[config.mk]
export PLATFORM = sky130hd
export DESIGN_NAME = sobol_stream_arbiter
export DESIGN_NICKNAME = d
export VERILOG_FILES = /design/src/rtl/sobol_stream_arbiter.sv
export SDC_FILE = /design/constraint.sdc
export NUM_CORES = 1
export LEC_CHECK = 0
export BUFFER_PORTS_ARGS = -buffer_cell sky130_fd_sc_hd__buf_2
export CAP_MARGIN = 25
export CORE_AREA = 2 2 78 80
export CTS_BUF_LIST = sky130_fd_sc_hd__clkbuf_4
export CTS_CLUSTER_DIAMETER = 80
export DETAILED_ROUTE_END_ITERATION = 12
export DIE_AREA = 0 0 80 82
export PLACE_DENSITY = 0.81
export REMOVE_ABC_BUFFERS = 1
export SLEW_MARGIN = 20
export SYNTH_ARGS = -nofsm -noshare
export SYNTH_HDL_FRONTEND = slang
export SYNTH_SLANG_ARGS = --single-unit
[constraint.sdc]
create_clock -name clk -period 4 [get_ports clk]
set_input_delay 1.2 -clock clk [delete_from_list [all_inputs] [get_ports clk]]
set_output_delay 1.2 -clock clk [all_outputs]
set_load 0.05 [all_outputs]
[src/rtl/sobol_stream_arbiter.sv]
// ---------------------------------------------------------------------------
// sobol_stream_arbiter
//
// Shares one Sobol RNG between NREQ stochastic-bitstream requesters. Each job
// is granted round-robin, clears the RNG, runs it for a window of 2^WLOG
// un-stalled cycles and streams bit = (operand > rng_val) to the granted
// requester. The number of ones emitted is reported with the completion pulse.
//
// Ports
//   clk       clock
//   rst       synchronous active-high reset
//   req       per-requester job request (level, held until its done pulse)
//   src       per-requester operand, slice i = src[i*RWID +: RWID]
//   hold      stall; freezes the running window
//   rng_val   current RNG output
//   rng_clr   one-cycle RNG restart pulse
//   rng_en    RNG advance enable
//   gnt       one-hot grant, zero when idle
//   bit_out   stochastic bit for the granted requester
//   bit_vld   bit_out qualifier
//   done      one-hot, one-cycle completion pulse
//   ones_cnt  ones emitted in the finished window (valid with done)
//   busy      high whenever the controller is not idle
// ---------------------------------------------------------------------------
module sobol_stream_arbiter #(
   parameter int NREQ = 4,
   parameter int RWID = 8,
   parameter int WLOG = RWID
) (
   input  logic                 clk,
   input  logic                 rst,
   input  logic [NREQ-1:0]      req,
   input  logic [NREQ*RWID-1:0] src,
   input  logic                 hold,
   input  logic [RWID-1:0]      rng_val,
   output logic                 rng_clr,
   output logic                 rng_en,
   output logic [NREQ-1:0]      gnt,
   output logic                 bit_out,
   output logic                 bit_vld,
   output logic [NREQ-1:0]      done,
   output logic [WLOG:0]        ones_cnt,
   output logic                 busy
);

   localparam int PW = (NREQ > 1) ? $clog2(NREQ) : 1;

   typedef enum logic [1:0] {
      ST_IDLE,
      ST_CLR,
      ST_RUN,
      ST_DONE
   } state_t;

   state_t            state_q, state_d;
   logic [PW-1:0]     ptr_q, ptr_d;
   logic [PW-1:0]     win_q, win_d;
   logic [RWID-1:0]   op_q, op_d;
   logic [WLOG-1:0]   wcnt_q, wcnt_d;
   logic [WLOG:0]     ones_q, ones_d;
   logic [NREQ-1:0]   gnt_q, gnt_d;
   logic              rng_clr_q, rng_clr_d;
   logic              bit_out_q, bit_out_d;
   logic              bit_vld_q, bit_vld_d;
   logic [NREQ-1:0]   done_q, done_d;
   logic [WLOG:0]     ones_cnt_q, ones_cnt_d;
   logic              busy_q, busy_d;

   // Operand slices as an array so the winner can be indexed directly.
   logic [RWID-1:0] src_arr [NREQ];

   generate
      for (genvar gi = 0; gi < NREQ; gi++) begin : g_src
         assign src_arr[gi] = src[gi*RWID +: RWID];
      end
   endgenerate

   // Round-robin search: rotate req so the pointer position sits at bit 0,
   // take the lowest set bit, then rotate the offset back.
   logic [2*NREQ-1:0] req_dbl;
   logic [NREQ-1:0]   req_rot;
   logic              pick_vld;
   logic [PW-1:0]     pick_off;
   logic [PW:0]       pick_sum;
   logic [PW-1:0]     pick_idx;

   assign req_dbl = {req, req} >> ptr_q;
   assign req_rot = req_dbl[NREQ-1:0];

   always_comb begin
      pick_vld = 1'b0;
      pick_off = '0;
      for (int k = 0; k < NREQ; k++) begin
         if (!pick_vld && req_rot[k]) begin
            pick_vld = 1'b1;
            pick_off = PW'(k);
         end
      end
   end

   always_comb begin
      pick_sum = {1'b0, ptr_q} + {1'b0, pick_off};
      if (pick_sum >= (PW+1)'(NREQ)) begin
         pick_sum = pick_sum - (PW+1)'(NREQ);
      end
      pick_idx = pick_sum[PW-1:0];
   end

   logic cmp;
   logic win_req;
   logic run_step;

   assign cmp      = (op_q > rng_val);
   assign win_req  = req[win_q];
   // A window step happens only in RUN, un-stalled, with the job still wanted.
   assign run_step = (state_q == ST_RUN) && !hold && win_req;

   always_comb begin
      state_d    = state_q;
      ptr_d      = ptr_q;
      win_d      = win_q;
      op_d       = op_q;
      wcnt_d     = wcnt_q;
      ones_d     = ones_q;
      gnt_d      = gnt_q;
      rng_clr_d  = 1'b0;
      bit_out_d  = 1'b0;
      bit_vld_d  = 1'b0;
      done_d     = '0;
      ones_cnt_d = ones_cnt_q;

      case (state_q)
         ST_IDLE: begin
            if (pick_vld) begin
               op_d      = src_arr[pick_idx];
               win_d     = pick_idx;
               gnt_d     = {{(NREQ-1){1'b0}}, 1'b1} << pick_idx;
               ptr_d     = (pick_idx == PW'(NREQ-1)) ? '0 : pick_idx + PW'(1);
               rng_clr_d = 1'b1;
               state_d   = ST_CLR;
            end
         end
         ST_CLR: begin
            wcnt_d = '0;
            ones_d = '0;
            if (!win_req) begin
               gnt_d   = '0;
               state_d = ST_IDLE;
            end else begin
               state_d = ST_RUN;
            end
         end
         ST_RUN: begin
            if (!win_req) begin
               gnt_d   = '0;
               state_d = ST_IDLE;
            end else if (!hold) begin
               bit_out_d = cmp;
               bit_vld_d = 1'b1;
               wcnt_d    = wcnt_q + WLOG'(1);
               ones_d    = ones_q + {{WLOG{1'b0}}, cmp};
               if (wcnt_q == {WLOG{1'b1}}) begin
                  // Final count includes the bit being emitted this cycle,
                  // so it lines up with the last bit_vld.
                  done_d     = gnt_q;
                  ones_cnt_d = ones_q + {{WLOG{1'b0}}, cmp};
                  state_d    = ST_DONE;
               end
            end
         end
         ST_DONE: begin
            gnt_d   = '0;
            state_d = ST_IDLE;
         end
         default: begin
            gnt_d   = '0;
            state_d = ST_IDLE;
         end
      endcase

      busy_d = (state_d != ST_IDLE);
   end

   always_ff @(posedge clk) begin
      if (rst) begin
         state_q    <= ST_IDLE;
         ptr_q      <= '0;
         win_q      <= '0;
         op_q       <= '0;
         wcnt_q     <= '0;
         ones_q     <= '0;
         gnt_q      <= '0;
         rng_clr_q  <= 1'b0;
         bit_out_q  <= 1'b0;
         bit_vld_q  <= 1'b0;
         done_q     <= '0;
         ones_cnt_q <= '0;
         busy_q     <= 1'b0;
      end else begin
         state_q    <= state_d;
         ptr_q      <= ptr_d;
         win_q      <= win_d;
         op_q       <= op_d;
         wcnt_q     <= wcnt_d;
         ones_q     <= ones_d;
         gnt_q      <= gnt_d;
         rng_clr_q  <= rng_clr_d;
         bit_out_q  <= bit_out_d;
         bit_vld_q  <= bit_vld_d;
         done_q     <= done_d;
         ones_cnt_q <= ones_cnt_d;
         busy_q     <= busy_d;
      end
   end

   // rng_en must track hold in the same cycle, otherwise the RNG would drift
   // out of step with the window counter; it is therefore not registered.
   assign rng_en   = run_step;
   assign rng_clr  = rng_clr_q;
   assign gnt      = gnt_q;
   assign bit_out  = bit_out_q;
   assign bit_vld  = bit_vld_q;
   assign done     = done_q;
   assign ones_cnt = ones_cnt_q;
   assign busy     = busy_q;

endmodule
### Yosys cells after proc, flatten, opt, wreduce, memory -nomap -nowiden

Index checks and enable logic that the tools add are counted.
Widths: inputs -> output; s select.

| operators by class | value |
|---|---|
| reductions and logical operators | 21 |
| shift-type cells | 2 |
| add/sub/neg operators | 5 |
| order comparisons | 4 |
| muxes and demuxes | 31 |
| equality and inequality tests | 9 |
| bitwise logic cells | 6 |

Operators by type and width:

| operator | count |
|---|---|
| $mux 8 | 4 |
| $mux 2 | 9 |
| $mux 9 | 2 |
| $pmux 9 s2 | 1 |
| $bmux 8 s2 | 1 |
| $pmux 8 s2 | 1 |
| $pmux 4 s3 | 1 |
| $add 9x1->9 | 1 |
| $add 8x1->8 const B | 1 |
| $eq 8x8->1 const B | 1 |
| $gt 8x8->1 | 1 |
| $mux 1 | 8 |
| $mux 4 | 2 |
| $ne 2x2->1 const B | 4 |
| $pmux 2 s4 | 1 |
| $shr 8x2->4 | 1 |
| $eq 2x2->1 const B | 3 |
| $ge 3x3->1 const B | 2 |
| $logic_and 1x1->1 | 5 |
| $not 1->1 | 5 |
| $reduce_or 5->1 | 1 |
| $logic_not 1->1 | 4 |
| $reduce_and 2->1 | 2 |
| $reduce_and 4->1 | 1 |
| other kinds (14) | 16 |

| word-level totals | value |
|---|---|
| input port bits | 47 |
| bits in registers | 52 |
| output and inout bits | 22 |

### Longest topological paths before layout

Gate-level depths: netlist of run 1.

| depth | value |
|---|---|
| depth in word-level cells | 18 |
| depth in mapped cells | 14 |

### Worst setup path after synthesis of run 1

Ideal clock, no wire load.

| timing | value |
|---|---|
| path type | input to register |
| start point | input port req[1] |
| end point | register op_q[0] |
| data required time | 3.878 ns |
| setup slack | 0.270 ns |
| data arrival time | 3.608 ns |
| path buffers | 3 |
| stages on the path | 10 |
| path through | buf_2 nor2_1 or4_1 o2111ai_1 ha_1 clkbuf_1 clkbuf_1 mux2_2 a22o_1 a221o_1 |

| on the way | value |
|---|---|
| longest elaborated chain between the ends | 18 |
| elaborated cells on any way between the ends | 23 |
| classes of those cells | add/sub: 2; order compare: 1; shift: 1; mux: 11; bitwise: 1; reduce/logical: 7 |

Ends and longest elaborated chain:

| item | RTL line | RTL |
|---|---|---|
| from (decl) | 32 | `input logic [NREQ-1:0] req,` |
| $shr 8x2->4 (*) | 87 | `assign req_dbl = {req, req} >> ptr_q;` |
| $mux 1 | 94 | `if (!pick_vld && req_rot[k]) begin` |
| $logic_not 1->1 | 94 |  |
| $logic_and 1x1->1 | 94 |  |
| $mux 1 | 94 |  |
| $logic_not 1->1 | 94 |  |
| $logic_and 1x1->1 | 94 |  |
| $mux 1 | 94 |  |
| [2 not listed] | -- |  |
| $mux 2 (*) | 94 |  |
| $add 2x2->3 (*) | 102 | `pick_sum = {1'b0, ptr_q} + {1'b0, pick_off};` |
| $ge 3x3->1 or $sub 2x1->2 (tied branches) | 103, 104 |  |
| $mux 2 (*) | 103 | `if (pick_sum >= (PW+1)'(NREQ)) begin` |
| via pick_sum[0] | 84 | `logic [PW:0] pick_sum;` |
| $not 2->3 (implied by the code) (*) | 135 | `op_d = src_arr[pick_idx];` |
| $bmux 8 s2 (*) | 135 |  |
| $mux 8 (implied by the code) (*) (2 in a row) | 135 |  |
| to (signal assigned) | 203 | `op_q <= op_d;` |
| to (decl) | 58 | `logic [RWID-1:0] op_q, op_d;` |

The timed path passes the listed nets; every way through them passes the cells marked *. The select of a mux whose other input is x is not followed.
A chain may end at the register's enable or synchronous reset.

### Worst setup path in the final report of run 1

| timing | value |
|---|---|
| start point | input port req[2] |
| end point | output port rng_en |

| on the way | value |
|---|---|
| longest elaborated chain between the ends | 3 |

Ends and longest elaborated chain:

| item | RTL line | RTL |
|---|---|---|
| $bmux 1 s2 | 114 | `assign win_req = req[win_q];` |
| $mux 1 (implied by the code) | 114 |  |
| $logic_and 1x1->1 | 116 | `assign run_step = (state_q == ST_RUN) && !hold && win_req;` |
| to (decl) | 37 | `output logic rng_en,` |

No other way between the ends. The select of a mux whose other input is x is not followed.

==> impl_metrics.json, run 1 <==
{
  "finalSetupTns_ns": 0,
  "ys_warn_count": 0,
  "fin_skew_ns": 0.0142,
  "syn_to_final_growth_pct": 12.7,
  "clock_latency_ns": 0.36,
  "drtPass1Iterations": 4,
  "dp_hpwl_um": 4850,
  "critPathCapture": "rng_en",
  "n_antenna_cell": 0,
  "multi_input_area_um2": 1830,
  "post_drt_wl_per_cell_um": 13.3,
  "cts_tree": "built",
  "synth_top_cell_area_share_pct": 34.1,
  "arrival_ns": 2.47,
  "fp-row-count": 28,
  "synthCells": 352,
  "synthAdderAreaFrac_pct": 8.20,
  "wirelength_um": 6380,
  "slew_headroom_pct": 39.2,
  "synthArstFlopShare_pct": 0,
  "finalCritPeriodShare_pct": 91.7,
  "die_w_um": 80,
  "cp-start-kind": "input pin",
  "synth-edff-count": 0,
  "rsz0062_at_grt": "no",
  "synth.area.top_cells": "dfxtp_1 (34%), ha_1 (8.2%), mux2_2 (6.3%)",
  "syn_area_um2": 3050,
  "die_h_um": 82,
  "crit_type": "in -> out",
  "num-fill-cells": 525,
  "fmax_mhz": 273,
  "grt_max_degree": 37,
  "synth-xor-area-share_pct": 3.73,
  "syn_area_per_cell_um2": 8.67,
  "post_cts_buffers": 0,
  "grt_overflow_total": 0,
  "hold_buffers": 0,
  "synthMuxAreaShare_pct": 7.92,
  "p_per_area_nw_per_um2": 481,
  "cp.required_ns": 2.80,
  "drt-vias-per-instance": 5.56,
  "io_pins": 69,
  "grt_pass1_wl_um": 10800,
  "grt_usage_pct": 20.1,
  "yosysSeqAreaShare_pct": 34.1,
  "crit_start": "req[2]",
  "worst_slack_ns": 0.334,
  "crit_path_end_kind": "output port",
  "synth.distinct_cells": 52,
  "synthTopCellsByCount": "dfxtp_1 (52), nor2_1 (29), nand3_1 (22), ha_1 (20), nand2_1 (20)",
  "worst_ir_drop_vdd_mv": 0.571,
  "route.detailed.drc": 0,
  "synth_compound_area_share_pct": 17.9,
  "cts_max_level": 2,
  "synth_top_family_by_area": "simple AND/OR/NAND/NOR gates",
  "min_path_type": "reg -> reg",
  "ys_dominant_reg_cell": "dfxtp_1",
  "numCtsBuffers": 5,
  "dieArea_um2": 6560,
  "drtIter0Drc": 115,
  "cts.sinks": 52,
  "worst-path-max-fanout": 10,
  "vias": 2671,
  "synthSimpleGateAreaFrac_pct": 22.1,
  "antenna_left": 0,
  "report.final.slew_viol_count": 0,
  "drive_above_1_share_pct": 24.7,
  "status": "completed",
  "rr_startpoint": "ptr_q[0]",
  "initial_core_util_pct": 53.1,
  "hold_viol": 0,
  "portBuffers": 68,
  "cts_buffer_depth": 2,
  "r2r_end": "op_q[7]",
  "synth.most_common_cell": "dfxtp_1",
  "ff_latch_area_um2": 1040,
  "nets": 474,
  "power_leakage_nw": 1.43,
  "antenna_found_initial": 0,
  "cts-resized-gates": 0,
  "tightest_slew_ns": 0.909,
  "setup_violations": 0,
  "clock_tree.root_cell": "clkbuf_4",
  "dp_slack_ns": 0.237,
  "reg2reg_slack_ns": 1.16,
  "core_area_um2": 5750,
  "maxCapViolations": 0,
  "period_minus_slack_ns": 3.67,
  "clkTransAtPathRegs_ns": 0.14,
  "reg2reg_depth": 9,
  "grt_pass1_vias": 2507,
  "gp_congestion": 0.844,
  "yosysTopAreaCell": "dfxtp_1",
  "yosys_register_bits": 52
}
[critical path, stage by stage]
cell	delay, ns
buf_2	0.20
mux2i_1	0.13
o22a_1	0.23
or2_1	0.22
clkinv_1	0.18
buf_2	0.30
[stage by stage]
stage / instances / utilization [%] / power, mW / instance area (µm²) / hold WS, ns
3_5_place_dp: 475 / 59.2 / 1.45 / 3400 / 0.468
6_report: 480 / 59.8 / 1.65 / 3440 / 0.484
5_1_grt: 480 / 59.8 / 1.77 / 3440 / 0.523
4_1_cts: 480 / 59.8 / 1.66 / 3440 / 0.487
3_3_place_gp: 475 / 59.2 / 1.43 / 3400 / 0.464
2_1_floorplan: 326 / - / 1.27 / 2920 / 0.446
[per-layer routing]
metal,up-vias,track usage (%),part of all wire (%)
met4,0,4.92,0.96
met1,1219,25.1,46
li1,1372,-,-
met2,71,36.3,48
met3,9,3.41,5.3
met5,-,0,0
[cell families (layout without fill, tap and decap cells)]
| group | count (synthesis) | in the layout |
|---|---|---|
| adder cells (fa/ha/maj) | 20 | 20 |
| XOR/XNOR | 13 | 13 |
| multiplexers | 22 | 22 |
| AND/OR/NAND/NOR | 131 | 131 |
| AO/OA/AOI/OAI | 74 | 74 |
| flip-flops | 52 | 52 |
| buffers and inverters | 40 | 93 |
[power by group]
part / internal [mW] / switching (mW) / total (mW) / leakage, nW
Combinational: 0.367 / 0.436 / 0.803 / 0.982
Sequential: 0.583 / 0.0600 / 0.643 / 0.423
Clock: 0.0593 / 0.149 / 0.208 / 0.0230
Total: 1.01 / 0.644 / 1.65 / 1.43
[worst min path at each step]
stage,start,endpoint,slack [ns],cells past startpoint
6_report,ones_q[0],ones_q[0],0.48,2
5_1_grt,op_q[3],op_q[3],0.52,1
4_1_cts,ones_q[0],ones_q[0],0.49,2
3_5_place_dp,ones_q[0],ones_q[0],0.47,2
3_3_place_gp,ones_q[0],ones_q[0],0.46,2
2_1_floorplan,ones_q[0],ones_q[0],0.45,2
[state kept, by name, indices dropped and copies added (netlist names)]
signal	cells
rng_clr	1
gnt	4
ptr_q	2
op_q	8
state_q	2
done	4
bit_out	1
busy	1
ones_q	9
wcnt_q	8
bit_vld	1
win_q	2
ones_cnt	9
[final cells by class]
type                       count  area share, %
multi-input combinational    260           53.2
sequential                    52           30.3
timing repair buffer          74           11.2
tap                           75           2.73
inverter                      14           1.53
clock buffer                   5           1.09
[cells in the final DEF (no fill, tap or decap), drive strengths merged, types with 8 or more instances in the layout]
cell type	instances
mux2	17
o21ai	8
a22o	8
xnor2	9
nor3	14
a22oi	9
ha	20
dfxtp	52
nand2b	9
a221o	8
a21oi	18
buf	74
inv	13
nor2	29
nand3	22
nand2	20
(Power assumes the default switching activity.)
==> run 2, diff against run 1 <==
--- a/config.mk
+++ b/config.mk
@@ -7,12 +7,12 @@
 export LEC_CHECK = 0
 export BUFFER_PORTS_ARGS = -buffer_cell sky130_fd_sc_hd__buf_2
 export CAP_MARGIN = 25
-export CORE_AREA = 2 2 78 80
+export CORE_AREA = 2 2 81 83
 export CTS_BUF_LIST = sky130_fd_sc_hd__clkbuf_4
 export CTS_CLUSTER_DIAMETER = 80
 export DETAILED_ROUTE_END_ITERATION = 12
-export DIE_AREA = 0 0 80 82
-export PLACE_DENSITY = 0.81
+export DIE_AREA = 0 0 83 85
+export PLACE_DENSITY = 0.79
 export REMOVE_ABC_BUFFERS = 1
 export SLEW_MARGIN = 20
 export SYNTH_ARGS = -nofsm -noshare
==> constraint.sdc (replaced) <==
create_clock -name clk -period 3.23 [get_ports clk]
set_input_delay 0.969 -clock clk [delete_from_list [all_inputs] [get_ports clk]]
set_output_delay 0.969 -clock clk [all_outputs]
set_load 0.05 [all_outputs]
==> run 2 against run 1 <==
Largest power group unchanged. Sequential cell count unchanged. Global-route usage shrank 1.5 points. Critical path type unchanged. Wire length is 1.4% higher. First-iteration DRC count down 19%. Clock power increased by 50%. Highest routed layer unchanged. Worst hold slack better by 0.012 ns.
==> impl_metrics.json, run 2 (synthesis results as in run 1) <==
{
  "drtPass1Iterations": 4,
  "numCtsBuffers": 5,
  "crit_type": "in -> out",
  "route.detailed.drc": 0,
  "vias": 2728,
  "p_clk_share_pct": 14.7,
  "crit_start": "req[2]",
  "hold_viol": 0,
  "slew_headroom_pct": 45.4,
  "comb_power_share_pct": 47.6,
  "clock_latency_ns": 0.38,
  "rr_startpoint": "ptr_q[0]",
  "cts_buffer_depth": 2,
  "die_h_um": 85,
  "grt_max_degree": 25,
  "clkTransAtPathRegs_ns": 0.16,
  "rsz0062_at_grt": "no",
  "crit_path_end_kind": "output port",
  "power_leakage_nw": 1.48,
  "dp_hpwl_um": 5110,
  "reg2reg_slack_ns": 0.47,
  "drtIter0Drc": 93,
  "tightest_slew_ns": 0.815,
  "nets": 482,
  "p_sw_share_pct": 39.4,
  "cp-start-kind": "input pin",
  "power_frac_seq_pct": 37.7,
  "portBuffers": 68,
  "initial_core_util_pct": 49.2,
  "dieArea_um2": 7060,
  "intPower_mw": 1.28,
  "p_sw_mw": 0.836,
  "critPathCapture": "rng_en",
  "place_area_um2": 3460,
  "r2r_end": "op_q[4]",
  "hold_ws_ns": 0.495,
  "core_area_um2": 6200,
  "status": "completed",
  "finalCritPeriodShare_pct": 96.1,
  "grt_usage_pct": 18.6,
  "report.final.slew_viol_count": 0,
  "n_antenna_cell": 0,
  "die_w_um": 83,
  "setup_violations": 0,
  "cts_max_level": 2,
  "worst-path-max-fanout": 6,
  "hold_path_depth": 2,
  "antenna_left": 0,
  "drt-vias-per-instance": 5.53,
  "reg2reg_depth": 11,
  "clock_tree.root_cell": "clkbuf_4",
  "grt_overflow_total": 0,
  "cts-resized-gates": 0,
  "p_per_area_nw_per_um2": 601,
  "drive_above_1_share_pct": 26.7,
  "post_drt_wl_per_cell_um": 13.1,
  "fin_skew_ns": 0.0202,
  "mostFrequentLayoutCell": "buf_2",
  "antenna_found_initial": 0,
  "finalInstanceArea_um2": 3530,
  "post_cts_buffers": 0,
  "worst_ir_drop_vdd_mv": 0.512,
  "gp_congestion": 0.876,
  "period_minus_slack_ns": 3.11,
  "fmax_mhz": 322,
  "cp.required_ns": 2.26,
  "finalSetupTns_ns": 0,
  "wirelength_um": 6470,
  "cts.sinks": 52,
  "layout_common_cells": "buf_2 (68), dfxtp_1 (52), nor2_1 (29), nand3_1 (22)",
  "cts_tree": "built",
  "grt_pass1_wl_um": 11100,
  "maxCapViolations": 0,
  "hold_buffers": 0,
  "grt_pass1_vias": 2526,
  "min_path_type": "reg -> reg",
  "fp-row-count": 29,
  "syn_to_final_growth_pct": 15.6,
  "io_pins": 69,
  "arrival_ns": 2.14
}
==> run 2: how the worst min path moves through the flow <==
stage	startpoint	to	slack, ns
6_report	ones_q[0]	ones_q[0]	0.50
3_3_place_gp	ones_q[0]	ones_q[0]	0.46
2_1_floorplan	ones_q[0]	ones_q[0]	0.45
3_5_place_dp	ones_q[0]	ones_q[0]	0.48
4_1_cts	ones_q[0]	ones_q[0]	0.50
5_1_grt	ones_q[0]	ones_q[0]	0.53
==> run 2: metrics by stage <==
step,worst slack [ns],instances,util [%],power (mW)
after floorplan,-0.0668,326,-,1.57
after global placement,-0.0510,485,55.8,1.78
after detailed placement,-0.142,485,55.8,1.82
after CTS,0.119,493,56.8,2.13
after global routing,0.0477,493,56.8,2.29
final,0.125,493,56.8,2.12
==> run 2: routing by layer <==
metal	GRT usage (%)	vias to the layer above	wire, µm
met3	4.57	6	392
met4	4.47	0	57
met2	32.6	82	3080
met5	0	-	0
met1	23.2	1246	2940
li1	-	1394	-
==> run 2: area by class of cell <==
type,instances,area (µm²)
clock buffers,5,37.5
well taps,77,96.3
inverters,14,52.6
clock inverters,3,25.0
multi-input cells,260,1830
repair buffers,82,445
flip-flops and latches,52,1040
fillers,565,2680
==> run 2: critical path: stages <==
cell and delay, ns:
buf_2 0.12, buf_4 0.15, mux2i_1 0.09, o22a_1 0.24, or2_1 0.24, clkinv_1 0.07
buf_2 0.25
==> run 2: power by group through the flow <==
stage               combinational (mW)  sequential [mW]  clock [mW]
floorplan                        0.711            0.860           0
finish                            1.01            0.800       0.312
global placement                 0.975            0.809           0
detailed placement                1.01            0.812           0
CTS                               1.01            0.798       0.318
global route                      1.13            0.813       0.344
==> run 3, diff against run 2 <==
--- a/config.mk
+++ b/config.mk
@@ -13,6 +13,7 @@
 export DETAILED_ROUTE_END_ITERATION = 12
 export DIE_AREA = 0 0 83 85
 export PLACE_DENSITY = 0.79
+export RECOVER_POWER = 50
 export REMOVE_ABC_BUFFERS = 1
 export SLEW_MARGIN = 20
 export SYNTH_ARGS = -nofsm -noshare
==> run 3 against run 2 <==
Power decreased by 0.18%. Sequential power about the same. First-iteration DRC count increased by 11%. Clock power about the same. Die area unchanged. Sequential cell count unchanged. Worst hold slack about the same.
==> impl_metrics.json, run 3 (synthesis results as in run 1) <==
{
  "status": "completed",
  "vias": 2722,
  "cts_max_level": 2,
  "grt_pass1_vias": 2526,
  "cp.required_ns": 2.26,
  "fp-row-count": 29,
  "cpMostUsedCell": "buf_2",
  "portBuffers": 68,
  "antenna_left": 0,
  "p_per_area_nw_per_um2": 606,
  "n_antenna_cell": 0,
  "cts.sinks": 52,
  "syn_to_final_growth_pct": 14.4,
  "nets": 482,
  "intPower_mw": 1.28,
  "hold_ws_ns": 0.496,
  "grt_overflow_total": 0,
  "dp_hpwl_um": 5110,
  "clkTransAtPathRegs_ns": 0.16,
  "dieArea_um2": 7060,
  "drive_above_1_share_pct": 20.9,
  "die_h_um": 85,
  "mostFrequentLayoutCell": "dfxtp_1",
  "power_leakage_nw": 1.38,
  "cp-start-kind": "input pin",
  "worst_ir_drop_vdd_mv": 0.513,
  "r2r_end": "op_q[4]",
  "antenna_found_initial": 0,
  "crit_chain": "buf_2 > buf_4 > mux2i_1 > o22a_1 > or2_0 > clkinv_1 > buf_2",
  "slowest_stage": "buf_2",
  "cts_buffer_depth": 2,
  "io_pins": 69,
  "clock_latency_ns": 0.39,
  "dp_slack_ns": -0.142,
  "crit_start": "req[2]",
  "p_sw_mw": 0.838,
  "post_cts_buffers": 0,
  "cts-resized-gates": 0,
  "reg2reg_slack_ns": 0.47,
  "initial_core_util_pct": 49.2,
  "layout_common_cells": "dfxtp_1 (52), buf_2 (47), nor2_1 (29), clkbuf_1 (24), nand3_1 (22)",
  "report.final.slew_viol_count": 0,
  "worst-path-max-fanout": 6,
  "fmax_mhz": 322,
  "path_depth": 7,
  "cp_slowest_stage_delay_ns": 0.26,
  "grt_pass1_wl_um": 11100,
  "numCtsBuffers": 5,
  "path_delay_family": "buffers and inverters",
  "setup_violations": 0,
  "maxCapViolations": 0,
  "drtPass1Iterations": 4,
  "critPathCapture": "rng_en",
  "worst_slack_ns": 0.124,
  "slew_headroom_pct": 44.9,
  "finalInstanceArea_um2": 3490,
  "critPathBufInv": 4,
  "arrival_ns": 2.14,
  "route.detailed.drc": 0,
  "hold_viol": 0,
  "post_drt_wl_per_cell_um": 13.1,
  "cts_tree": "built",
  "hold_buffers": 0,
  "gp_congestion": 0.876,
  "power_frac_seq_pct": 37.8,
  "crit_path_end_kind": "output port",
  "drtIter0Drc": 103,
  "drt-vias-per-instance": 5.52,
  "p_sw_share_pct": 39.6,
  "grt_max_degree": 25,
  "crit_type": "in -> out",
  "num-fill-cells": 582,
  "period_minus_slack_ns": 3.11,
  "p_clk_share_pct": 14.8,
  "place_area_um2": 3460,
  "rsz0062_at_grt": "no",
  "grt_usage_pct": 18.6,
  "fin_skew_ns": 0.0211,
  "clock_tree.root_cell": "clkbuf_4",
  "rr_startpoint": "ptr_q[0]",
  "core_area_um2": 6200,
  "finalCritPeriodShare_pct": 96.2,
  "wirelength_um": 6470,
  "comb_power_share_pct": 47.3,
  "tightest_slew_ns": 0.822,
  "die_w_um": 83,
  "finalSetupTns_ns": 0,
  "reg2reg_depth": 11,
  "min_path_type": "reg -> reg"
}
==> run 3: cell types whose count changed in the layout (fill, tap and decap cells not counted), sizes merged <==
cell	before	now
buf	82	58
clkbuf	5	29
==> run 3: metrics by stage <==
step	power [mW]	cells	util [%]
after global routing	2.28	493	56.2
after detailed placement	1.82	485	55.8
after global placement	1.78	485	55.8
after floorplan	1.57	326	-
after CTS	2.13	493	56.8
final	2.12	493	56.2
==> run 3: layer usage <==
metal | vias up | share of wire [%] | GRT usage, %
li1 | 1394 | - | -
met3 | 6 | 6.1 | 4.57
met2 | 86 | 48 | 32.6
met1 | 1236 | 45 | 23.2
met5 | - | 0 | 0
met4 | 0 | 0.88 | 4.47
==> run 3: worst min path at each step <==
stage                     startpoint   endpoint  cells past startpoint
after floorplan            ones_q[0]  ones_q[0]                      2
after global placement     ones_q[0]  ones_q[0]                      2
after detailed placement   ones_q[0]  ones_q[0]                      2
after CTS                  ones_q[0]  ones_q[0]                      2
after global routing       ones_q[0]  ones_q[0]                      2
final                      ones_q[0]  ones_q[0]                      2
==> run 3: worst reg2reg max path: stages, from the launching register on <==
cell and delay, ns:
dfxtp_1 0.55, nor2_1 0.10, nand2_1 0.07, o21ai_0 0.08, nand2_1 0.07, o2111ai_1 0.12, ha_1 0.21, xnor2_1 0.27
nor3b_2 0.73, a22oi_1 0.19, nor3_1 0.18, a221o_1 0.13
==> run 3: area by class of cell <==
cell class | count | area, µm² | area share (%)
clock buffers | 5 | 37.5 | 1.08
clock inverters | 3 | 25.0 | 0.717
multi-input cells | 260 | 1830 | 52.4
flip-flops and latches | 52 | 1040 | 29.8
repair buffers | 82 | 408 | 11.7
well taps | 77 | 96.3 | 2.76
inverters | 14 | 52.6 | 1.51
==> run 3: power by group through the flow <==
| stage | registers (mW) | clock network, mW | logic (mW) |
|---|---|---|---|
| 2_1_floorplan | 0.860 | 0 | 0.711 |
| 3_3_place_gp | 0.809 | 0 | 0.975 |
| 3_5_place_dp | 0.812 | 0 | 1.01 |
| 4_1_cts | 0.798 | 0.318 | 1.01 |
| 5_1_grt | 0.813 | 0.344 | 1.12 |
| 6_report | 0.800 | 0.314 | 1.00 |
